## src/rtl/mem_arbiter_pkg.sv

```systemverilog
// Shared types and constants for the instruction/data memory arbiter.
package mem_arbiter_pkg;

  typedef enum logic [1:0] {
    IDLE   = 2'd0,
    BUSY_I = 2'd1,
    BUSY_D = 2'd2
  } state_e;

  typedef enum logic {
    OWN_I = 1'b0,
    OWN_D = 1'b1
  } owner_e;

  localparam int TIMEOUT_DEF = 16;

endpackage

```

## src/rtl/mem_arbiter_wdog.sv

```systemverilog
// Bus watchdog: down-counter loaded at each grant, expires after TIMEOUT busy cycles.
module mem_arbiter_wdog
  import mem_arbiter_pkg::*;
#(
  parameter int TIMEOUT = TIMEOUT_DEF
) (
  input  logic clk,
  input  logic reset,
  input  logic load,
  input  logic en,
  output logic expire
);

  localparam int CW = $clog2(TIMEOUT);
  localparam logic [CW-1:0] LOAD_VAL = CW'(TIMEOUT - 1);

  logic [CW-1:0] cnt;

  always_ff @(posedge clk) begin
    if (!reset) begin
      cnt <= '0;
    end else if (load) begin
      cnt <= LOAD_VAL;
    end else if (en && (cnt != '0)) begin
      cnt <= cnt - 1'b1;
    end
  end

  // Terminal count reached in the TIMEOUT-th busy cycle.
  assign expire = en && (cnt == '0);

endmodule

```

## src/rtl/mem_arbiter.sv

```systemverilog
// Arbitrates instruction fetch and data access onto one single-ported memory.
// Optional round-robin tie-break when MEM_ARBITER_RR_EN is defined.
//
// state  | meaning
// IDLE   | bus free; sample requests and grant one (also the valid/bubble cycle)
// BUSY_I | fetch on the bus, waiting for mem_ack or watchdog expiry
// BUSY_D | load/store on the bus, waiting for mem_ack or watchdog expiry
module mem_arbiter
  import mem_arbiter_pkg::*;
#(
  parameter int AW      = 32,
  parameter int DW      = 32,
  parameter int TIMEOUT = TIMEOUT_DEF
) (
  input  logic          clk,
  input  logic          reset,
  input  logic          i_req,
  input  logic [AW-1:0] i_addr,
  output logic [DW-1:0] i_rdata,
  output logic          i_valid,
  input  logic          d_req,
  input  logic          d_we,
  input  logic [AW-1:0] d_addr,
  input  logic [DW-1:0] d_wdata,
  output logic [DW-1:0] d_rdata,
  output logic          d_valid,
  output logic          mem_req,
  output logic          mem_we,
  output logic [AW-1:0] mem_addr,
  output logic [DW-1:0] mem_wdata,
  input  logic [DW-1:0] mem_rdata,
  input  logic          mem_ack,
  output logic          stall_f,
  output logic          stall_m,
  output logic          err
);

  state_e        state, state_nxt;
  logic          mem_req_nxt, mem_we_nxt;
  logic [AW-1:0] mem_addr_nxt;
  logic [DW-1:0] mem_wdata_nxt, i_rdata_nxt, d_rdata_nxt;
  logic          i_valid_nxt, d_valid_nxt, err_nxt;
  logic          grant_i, grant_d, wd_load, wd_expire, busy;

  // A request completing this cycle is masked so it is not granted twice.
  assign stall_f = i_req & ~i_valid;
  assign stall_m = d_req & ~d_valid;
  assign busy    = (state != IDLE);
  assign wd_load = grant_i | grant_d;

`ifdef MEM_ARBITER_RR_EN
  owner_e last_own;

  always_ff @(posedge clk) begin
    if (!reset) begin
      last_own <= OWN_I;
    end else if (grant_d) begin
      last_own <= OWN_D;
    end else if (grant_i) begin
      last_own <= OWN_I;
    end
  end

  always_comb begin
    grant_d = 1'b0;
    grant_i = 1'b0;
    if (state == IDLE) begin
      if (stall_m && stall_f) begin
        grant_d = (last_own == OWN_I);
        grant_i = (last_own == OWN_D);
      end else begin
        grant_d = stall_m;
        grant_i = stall_f;
      end
    end
  end
`else
  assign grant_d = (state == IDLE) && stall_m;
  assign grant_i = (state == IDLE) && stall_f && !stall_m;
`endif

  mem_arbiter_wdog #(
    .TIMEOUT (TIMEOUT)
  ) u_wdog (
    .clk    (clk),
    .reset  (reset),
    .load   (wd_load),
    .en     (busy),
    .expire (wd_expire)
  );

  always_ff @(posedge clk) begin
    if (!reset) begin
      state     <= IDLE;
      mem_req   <= 1'b0;
      mem_we    <= 1'b0;
      mem_addr  <= '0;
      mem_wdata <= '0;
      i_rdata   <= '0;
      d_rdata   <= '0;
      i_valid   <= 1'b0;
      d_valid   <= 1'b0;
      err       <= 1'b0;
    end else begin
      state     <= state_nxt;
      mem_req   <= mem_req_nxt;
      mem_we    <= mem_we_nxt;
      mem_addr  <= mem_addr_nxt;
      mem_wdata <= mem_wdata_nxt;
      i_rdata   <= i_rdata_nxt;
      d_rdata   <= d_rdata_nxt;
      i_valid   <= i_valid_nxt;
      d_valid   <= d_valid_nxt;
      err       <= err_nxt;
    end
  end

  always_comb begin
    state_nxt     = state;
    mem_req_nxt   = mem_req;
    mem_we_nxt    = mem_we;
    mem_addr_nxt  = mem_addr;
    mem_wdata_nxt = mem_wdata;
    i_rdata_nxt   = i_rdata;
    d_rdata_nxt   = d_rdata;
    i_valid_nxt   = 1'b0;
    d_valid_nxt   = 1'b0;
    err_nxt       = err;
    case (state)
      IDLE: begin
        if (grant_d) begin
          state_nxt     = BUSY_D;
          mem_req_nxt   = 1'b1;
          mem_we_nxt    = d_we;
          mem_addr_nxt  = d_addr;
          mem_wdata_nxt = d_wdata;
        end else if (grant_i) begin
          state_nxt    = BUSY_I;
          mem_req_nxt  = 1'b1;
          mem_we_nxt   = 1'b0;
          mem_addr_nxt = i_addr;
        end
      end
      BUSY_I: begin
        // mem_ack wins over a simultaneous watchdog expiry.
        if (mem_ack) begin
          i_rdata_nxt = mem_rdata;
          i_valid_nxt = 1'b1;
          mem_req_nxt = 1'b0;
          state_nxt   = IDLE;
        end else if (wd_expire) begin
          err_nxt     = 1'b1;
          i_valid_nxt = 1'b1;
          mem_req_nxt = 1'b0;
          state_nxt   = IDLE;
        end
      end
      BUSY_D: begin
        if (mem_ack) begin
          if (!mem_we) begin
            d_rdata_nxt = mem_rdata;
          end
          d_valid_nxt = 1'b1;
          mem_req_nxt = 1'b0;
          mem_we_nxt  = 1'b0;
          state_nxt   = IDLE;
        end else if (wd_expire) begin
          err_nxt     = 1'b1;
          d_valid_nxt = 1'b1;
          mem_req_nxt = 1'b0;
          mem_we_nxt  = 1'b0;
          state_nxt   = IDLE;
        end
      end
      default: begin
        state_nxt   = IDLE;
        mem_req_nxt = 1'b0;
        mem_we_nxt  = 1'b0;
      end
    endcase
  end

endmodule

```

## config.mk

```make
export PLATFORM = sky130hd
export DESIGN_NAME = mem_arbiter
export DESIGN_NICKNAME = d
export VERILOG_FILES = /design/src/rtl/mem_arbiter_pkg.sv /design/src/rtl/mem_arbiter_wdog.sv /design/src/rtl/mem_arbiter.sv
export SDC_FILE = /design/constraint.sdc
export NUM_CORES = 1
export LEC_CHECK = 0
export ABC_CLOCK_PERIOD_IN_PS = 2000
export BUFFER_PORTS_ARGS = -buffer_cell sky130_fd_sc_hd__buf_4
export CAP_MARGIN = 20
export CORE_AREA = 8 8 128 130
export DETAILED_ROUTE_END_ITERATION = 8
export DIE_AREA = 0 0 136 138
export HOLD_SLACK_MARGIN = 0.08
export PLACE_DENSITY = 0.81
export SLEW_MARGIN = 20
export SYNTH_ARGS = -nofsm -noshare
export SYNTH_HDL_FRONTEND = slang
export SYNTH_HIERARCHICAL = 1
export SYNTH_SLANG_ARGS = --single-unit
export TNS_END_PERCENT = 30
```

## constraint.sdc

```tcl
create_clock -name clk -period 2 [get_ports clk]
set_input_delay 0.1 -clock clk [delete_from_list [all_inputs] [get_ports clk]]
set_output_delay 0.1 -clock clk [all_outputs]
set_load 0.01 [all_outputs]
```

==> reports/summary.txt, run 1 <==
CP bufs+invs - 2
CP max stage delay - 0.39 ns
WHS - 0.1309 ns
Fmax - 535.2 MHz
Status - completed
Post-synthesis sequential area ratio - 49.16%
Post-synth top area share - 49.16%
First-pass GRT wire length - 34,000 um
Area Growth Syn to Fin - 71.00%
Die height - 138 um
# clock sinks - 139
Largest net degree at the start of global routing - 85
Cell mode on critical path - inv_1
Final nets - 1,186
Final hold violations - 0
Clk root buf - clkbuf_16
Initial core utilization - 39.55%
HPWL Detailed - 13,110 um
Slew HR - 70.34%
FF-to-FF path depth - 8
Yosys Warn Count - 6
Synth Net Count - 810
Post-synth ARST share - 0%
Unique masters post-synth - 35
Slowest CP cell - nor3b_1
All-Layer GR Usage - 22.50%
Worst Setup Path Type - flip-flop to flip-flop
Worst setup SP type - flip-flop
Buffers on Ports - 268
Fin Setup TNS - 0 ns
Die Width - 136 um
Post-synthesis cell count - 671
RSZ-0062 raised after global routing - false
GP Congestion - 0.7798
Final Max Slew Viols - 0
Crit path DAT - 2.16 ns
Routed WL - 22,000 um
Worst path cell trace - inv_1 > ha_1 > inv_1 > nand2_1 > nor3_2 > nor3b_1 > a31oi_2 > o221a_2
Crit-path max FO - 5
WP depth - 8
VDD IR max - 0.0008231 V
Vias - 6,302
Number of global-route vias before repair - 6,509
Design Area, Final - 9679 um^2
Worst Setup End Kind - flip-flop
WL per Instance - 17.64 um
Register bit count reported by yosys - 139
Iteration-0 DRC count of the detailed router - 411
Worst-Margin Slew - 0.4440 ns
Ranking of synthesized cells by area - dfxtp_1, nand2_1, a21boi_0, o31ai_1, a31oi_1
Setup Buffers After CTS - 0
Minimum clock period after layout - 1.868 ns
DRC Markers - 0
Top FF cell, synth - dfxtp_1
FP Rows - 44
Via-to-Cell Ratio - 5.054
Clk Latency, worst-skew pair - 0.41 ns
Leading area contributor after synthesis - dfxtp_1
Antenna viol nets, final - 0
Ports - 269
Clock transition at path regs - 0.06 ns
Layout cell share with drive strength beyond 1 - 31.07%
Hold depth - 2
CTS tree - yes
HP Class - primary input to flip-flop
Delay-heaviest family, CP - simple AND/OR/NAND/NOR gates
CP Data Required Time - 2.29 ns
Core footprint - 14,310 um^2
Longest Clk Path Bufs - 2
Final period util - 93.42%
Final setup violation count - 0
Max H-tree Level - 4
Num CTS Buffers - 17
Pwr dens - 1022 nW/um^2
Mean Syn Cell Area - 8.436 um^2
Placed cell areas - 7784 um^2
DIE AREA - 18,770 um^2
Lkg Pwr - 4.213 nW
Post-Syn Area - 5660 um^2
Number of max-cap violations - 0
Gr ovfl total - 0
Skew final - 0.008807 ns
Initial antenna violation count - 4
Post-synth EDFFs - 0
Drt pass-1 iters - 5
Layout fillers - 1,046
[cell usage in the layout (no fill, tap or decap), types with 2 or more instances in the layout]
| cell | n |
|---|---|
| o21a_1 | 2 |
| a21boi_0 | 96 |
| o221a_2 | 2 |
| clkbuf_8 | 4 |
| nor3b_1 | 4 |
| a31oi_2 | 11 |
| buf_12 | 3 |
| clkinvlp_4 | 3 |
| nand3b_1 | 5 |
| mux2i_1 | 2 |
| o21ai_0 | 2 |
| nand2_1 | 263 |
| dlygate4sd3_1 | 130 |
| ha_1 | 5 |
| a31oi_1 | 22 |
| o31a_1 | 2 |
| inv_1 | 7 |
| nor2_1 | 3 |
| and3_1 | 2 |
| clkinv_4 | 2 |
| clkbuf_16 | 17 |
| and3b_1 | 2 |
| o31ai_1 | 32 |
| buf_4 | 278 |
| diode_2 | 4 |
| dfxtp_1 | 139 |
| clkinv_2 | 2 |
[sequential cells by signal (all words and copies together), names as in the netlist, 2 cells and up]
name	flops
d_rdata	32
i_rdata	32
mem_addr	32
mem_wdata	32
state	2
u_wdog/cnt	4
[worst paths after layout]
| kind | slack, ns | start | endpoint |
|---|---|---|---|
| setup / recovery | 0.13 | state[0] | mem_req |
| hold / removal | 0.13 | reset | state[0] |
| setup reg to reg | 0.13 | state[0] | mem_req |
| hold reg to reg | 0.46 | d_rdata[0] | d_rdata[0] |
[through the flow]
stage	total power [W]	utilization, %	instances	setup WS [ns]
6_report	0.009890	67.62	1247	0.1315
5_1_grt	0.01039	67.62	1247	0.04400
4_1_cts	0.009822	67.51	1243	0.1206
3_5_place_dp	0.006578	54.38	1082	0.02831
3_3_place_gp	0.006535	54.38	1082	0.1172
2_1_floorplan	0.005276	-	671	0.1010
[repair_timing]
action | in CTS | in global routing
setup endpoints to repair | 1 | 2
hold buffers | 130 | 0
resized for setup | 1 | 1
hold endpoints to repair | 131 | 0
[synth_stat cells (all sizes together), types with 2 or more instances]
master  number
a21boi      96
a31oi       33
and2         2
and3         2
and3b        3
buf         22
clkbuf      32
dfxtp      139
ha           5
inv          7
mux2i        2
nand2      263
nand3b       5
nor2         3
nor3         2
nor3b        4
o21a         2
o21ai        2
o221a        2
o31a         2
o31ai       32
or2          2
[report_power, final]
part / internal [W] / switching [W] / leakage [nW]
clock network: 0.00184 / 0.00118 / 0.275
logic: 0.00151 / 0.00180 / 2.80
registers: 0.00326 / 0.000313 / 1.14
total: 0.00660 / 0.00329 / 4.21
[cells by family (layout without fill, tap and decap cells)]
family	count (synthesis)	count (layout)	share of synthesized area [%]
flip-flops	139	139	49.16
buffers and inverters	61	449	4.974
AO/OA/AOI/OAI	173	173	23.52
multiplexers	2	2	0.3537
AND/OR/NAND/NOR	291	291	20.89
adder cells (fa/ha/maj)	5	5	1.105
other	0	4	0
[layer usage]
metal | vias to the layer above | part of all wire (%) | GRT usage [%]
met1 | 2929 | 39 | 25.02
li1 | 3004 | - | -
met2 | 323 | 48 | 37.75
met3 | 46 | 10 | 8.587
met5 | - | 0 | 0
met4 | 0 | 2.8 | 8.733
[worst reg2reg max path, stage by stage (launching register included)]
cell and delay [ns]:
dfxtp_1 0.32, inv_1 0.11, ha_1 0.25, inv_1 0.11, nand2_1 0.13, nor3_2 0.07, nor3b_1 0.39, a31oi_2 0.11
o221a_2 0.27
[final cells by class]
| cell class | instances | area, um^2 | share of cell area [%] |
|---|---|---|---|
| well taps | 184 | 230.2 | 2.378 |
| inverters | 7 | 26.28 | 0.2715 |
| multi-input cells | 471 | 2609 | 26.95 |
| repair buffers | 411 | 3448 | 35.63 |
| clock buffers | 22 | 484.2 | 5.003 |
| diodes | 4 | 10.01 | 0.1034 |
| clock inverters | 9 | 88.84 | 0.9178 |
| flip-flops and latches | 139 | 2783 | 28.75 |
Power figures use the tool's default switching activity.
==> run 2: changes to the inputs <==
--- a/config.mk
+++ b/config.mk
@@ -5,17 +5,17 @@
 export SDC_FILE = /design/constraint.sdc
 export NUM_CORES = 1
 export LEC_CHECK = 0
-export ABC_CLOCK_PERIOD_IN_PS = 2000
+export ABC_CLOCK_PERIOD_IN_PS = 1980
 export BUFFER_PORTS_ARGS = -buffer_cell sky130_fd_sc_hd__buf_4
 export CAP_MARGIN = 20
 export CORE_AREA = 8 8 128 130
 export DETAILED_ROUTE_END_ITERATION = 8
 export DIE_AREA = 0 0 136 138
 export HOLD_SLACK_MARGIN = 0.08
-export PLACE_DENSITY = 0.81
+export PLACE_DENSITY = 0.78
+export SKIP_CTS_REPAIR_TIMING = 1
 export SLEW_MARGIN = 20
 export SYNTH_ARGS = -nofsm -noshare
 export SYNTH_HDL_FRONTEND = slang
-export SYNTH_HIERARCHICAL = 1
 export SYNTH_SLANG_ARGS = --single-unit
 export TNS_END_PERCENT = 30
==> constraint.sdc (replaced) <==
create_clock -name clk -period 1.98 [get_ports clk]
set_input_delay 0.099 -clock clk [delete_from_list [all_inputs] [get_ports clk]]
set_output_delay 0.099 -clock clk [all_outputs]
set_load 0.01 [all_outputs]
==> run 2 against run 1 <==
Against the previous run: total power is 14% lower; synthesized cell count down 1.5%; sequential share of layout area rose by 0.37 points; largest power group unchanged; critical path depth fell by 1; die area unchanged; sequential power down 7.3%; worst hold slack lost 0.092 ns.
==> reports/summary.txt, run 2 <==
Status - completed
Gr ovfl total - 0 (unchanged)
Post-synth top area share - 49.72% (+0.56 points)
Mean Syn Cell Area - 8.467 um^2 (+0.37%)
Num CTS Buffers - 17 (unchanged)
Delay-heaviest family, CP - simple AND/OR/NAND/NOR gates
Sequential share of power - 38.8% (+2.7 points)
Clk Latency, worst-skew pair - 0.41 ns (about the same)
CP Data Required Time - 2.34 ns (+0.05 ns)
Drt pass-1 iters - 4 (-1)
P_int - 0.005985 W (-9.3%)
Clock power share - 34.5% (+4.0 points)
FP Rows - 44 (unchanged)
Minimum clock period after layout - 1.839 ns (-0.02931 ns)
Initial antenna violation count - 2 (-2)
Switching Share - 29.78% (-3.5 points)
Final hold violations - 0 (unchanged)
Vias - 6,112 (-3.0%)
Routed WL - 20,690 um (-6.0%)
Fin Setup TNS - 0 ns (unchanged)
Most frequent cells in the layout - buf_4, nand2_1, dfxtp_1, dlygate4sd3_1, a21boi_0
Antenna viol nets, final - 0 (unchanged)
VDD IR max - 0.0005259 V (-36%)
Worst Setup Path Type - flip-flop to flip-flop
Crit-path max FO - 39 (+34)
Worst Setup End Kind - flip-flop
Ranking of synthesized cells by area - dfxtp_1, nand2_1, a21boi_0, o211a_1, nand3_1
Fmax - 543.7 MHz (+1.6%)
Post-synthesis cell count - 661 (-1.5%)
CP bufs+invs - 2 (unchanged)
DRC Markers - 0 (unchanged)
Clk root buf - clkbuf_16
Crit path DAT - 2.20 ns (+0.04 ns)
Post-synthesis sequential area ratio - 49.72% (+0.56 points)
Clock transition at path regs - 0.06 ns (about the same)
Yosys Warn Count - 0 (-6)
Post-synth EDFFs - 0 (unchanged)
# clock sinks - 139 (unchanged)
Die Width - 136 um (unchanged)
HPWL Detailed - 12,510 um (-4.5%)
DIE AREA - 18,770 um^2 (unchanged)
Unique masters post-synth - 39 (+11%)
Post-synth ARST share - 0% (unchanged)
Largest net degree at the start of global routing - 69 (-19%)
Worst path cell trace - inv_1 > ha_1 > and3b_2 > buf_12 > nand2_1 > nand3_1 > o211a_1
WL per Instance - 16.80 um (-4.7%)
Layout cell share with drive strength beyond 1 - 30.53% (-0.54 points)
Die height - 138 um (unchanged)
Max H-tree Level - 4 (unchanged)
RSZ-0062 raised after global routing - false
Iteration-0 DRC count of the detailed router - 283 (-31%)
Top FF cell, synth - dfxtp_1
Slowest CP cell - and3b_2
Power Total - 0.008522 W (-14%)
Worst setup SP type - flip-flop
Net load switching power - 0.002538 W (-23%)
Core footprint - 14,310 um^2 (unchanged)
Synth cell count leaders - nand2_1, dfxtp_1, a21boi_0
Comb power frac - 26.6% (-6.8 points)
Buffers on Ports - 268 (unchanged)
GP Congestion - 0.7705 (-1.2%)
Register bit count reported by yosys - 139 (unchanged)
Final Max Slew Viols - 0 (unchanged)
HP Class - primary input to flip-flop
Most frequent cell after synthesis - nand2_1
Ports - 269 (unchanged)
Number of global-route vias before repair - 5,482 (-16%)
CP max stage delay - 0.42 ns (+0.03 ns)
Pwr dens - 891.9 nW/um^2 (-13%)
Initial core utilization - 39.10% (-0.45 points)
First-pass GRT wire length - 27,570 um (-19%)
Post-Syn Area - 5597 um^2 (-1.1%)
Commonest non-fill, non-tap cell in the layout - buf_4
Area Growth Syn to Fin - 70.74%
Skew final - 0.007569 ns (-0.001237 ns)
Worst-Margin Slew - 0.6695 ns (+0.2255 ns)
Final nets - 1,173 (-1.1%)
CTS tree - yes
Synth Net Count - 800 (-1.2%)
Leading area contributor after synthesis - dfxtp_1
Slew HR - 55.37% (-15 points)
Lkg Pwr - 4.457 nW (+5.8%)
Number of max-cap violations - 0 (unchanged)
Final period util - 92.89% (-0.54 points)
Longest Clk Path Bufs - 2 (unchanged)
Via-to-Cell Ratio - 4.965 (-1.8%)
All-Layer GR Usage - 18.21% (-4.3 points)
Final setup violation count - 0 (unchanged)
## run 2: area by class of cell
type / count / area (um^2)
Fill cell: 1061 / 4758
Timing Repair Buffer: 404 / 3421
Sequential cell: 139 / 2783
Multi-Input combinational cell: 463 / 2542
Clock buffer: 18 / 439.2
Tap cell: 184 / 230.2
Clock inverter: 12 / 101.3
Inverter: 9 / 33.78
Antenna cell: 2 / 5.005
## run 2: path summary, 6_finish.rpt
| check | start | end | slack [ns] | cells past startpoint |
|---|---|---|---|---|
| worst min register to register | mem_wdata[28] | mem_wdata[28] | 0.45 | 2 |
| worst min-delay path | i_addr[2] | mem_addr[2] | 0.04 | 4 |
| worst max-delay path | state[0] | mem_addr[8] | 0.14 | 7 |
| worst max register to register | state[0] | mem_addr[8] | 0.14 | 7 |
## run 2: metal layers
metal	vias up	track usage, %	wire length [um]
li1	2935	-	-
met1	2840	19.78	8017
met2	288	29.76	9787
met3	49	9.638	2230
met4	0	5.842	651
met5	-	0	0
## run 2: power by group through the flow
stage / registers [W] / clock network [W] / logic [W]
after floorplan: 0.00347 / 0 / 0.000949
after global placement: 0.00334 / 0 / 0.00201
after detailed placement: 0.00335 / 0 / 0.00203
after CTS: 0.00330 / 0.00299 / 0.00204
after global routing: 0.00334 / 0.00312 / 0.00247
final: 0.00331 / 0.00294 / 0.00227
## run 2: through the flow
| step | instance area [um^2] | setup WS [ns] | util, % | hold slack [ns] | instances |
|---|---|---|---|---|---|
| 2_1_floorplan | 5597 | 0.3781 | - | 0.2338 | 661 |
| 4_1_cts | 8299 | 0.1703 | 57.98 | -0.08282 | 1104 |
| 6_report | 9555 | 0.1408 | 66.76 | 0.03845 | 1231 |
| 5_1_grt | 9555 | 0.02518 | 66.76 | 0.08178 | 1231 |
| 3_3_place_gp | 7759 | 0.2809 | 54.20 | 0.3474 | 1074 |
| 3_5_place_dp | 7759 | 0.1870 | 54.20 | 0.3569 | 1074 |
## run 2: cells by family (layout without fill, tap and decap cells)
| family | after synthesis | after routing | share of synthesized area [%] |
|---|---|---|---|
| simple gates | 314 | 314 | 23.36 |
| compound gates | 144 | 144 | 20.86 |
| flops | 139 | 139 | 49.72 |
| buf+inv | 59 | 443 | 4.941 |
| fa+ha+maj | 5 | 5 | 1.118 |
| other cells | 0 | 2 | 0 |
## run 2: worst reg2reg max path: stages (launching register included)
cell	delay [ns]
dfxtp_1	0.31
inv_1	0.09
ha_1	0.34
and3b_2	0.42
buf_12	0.24
nand2_1	0.10
nand3_1	0.10
o211a_1	0.17
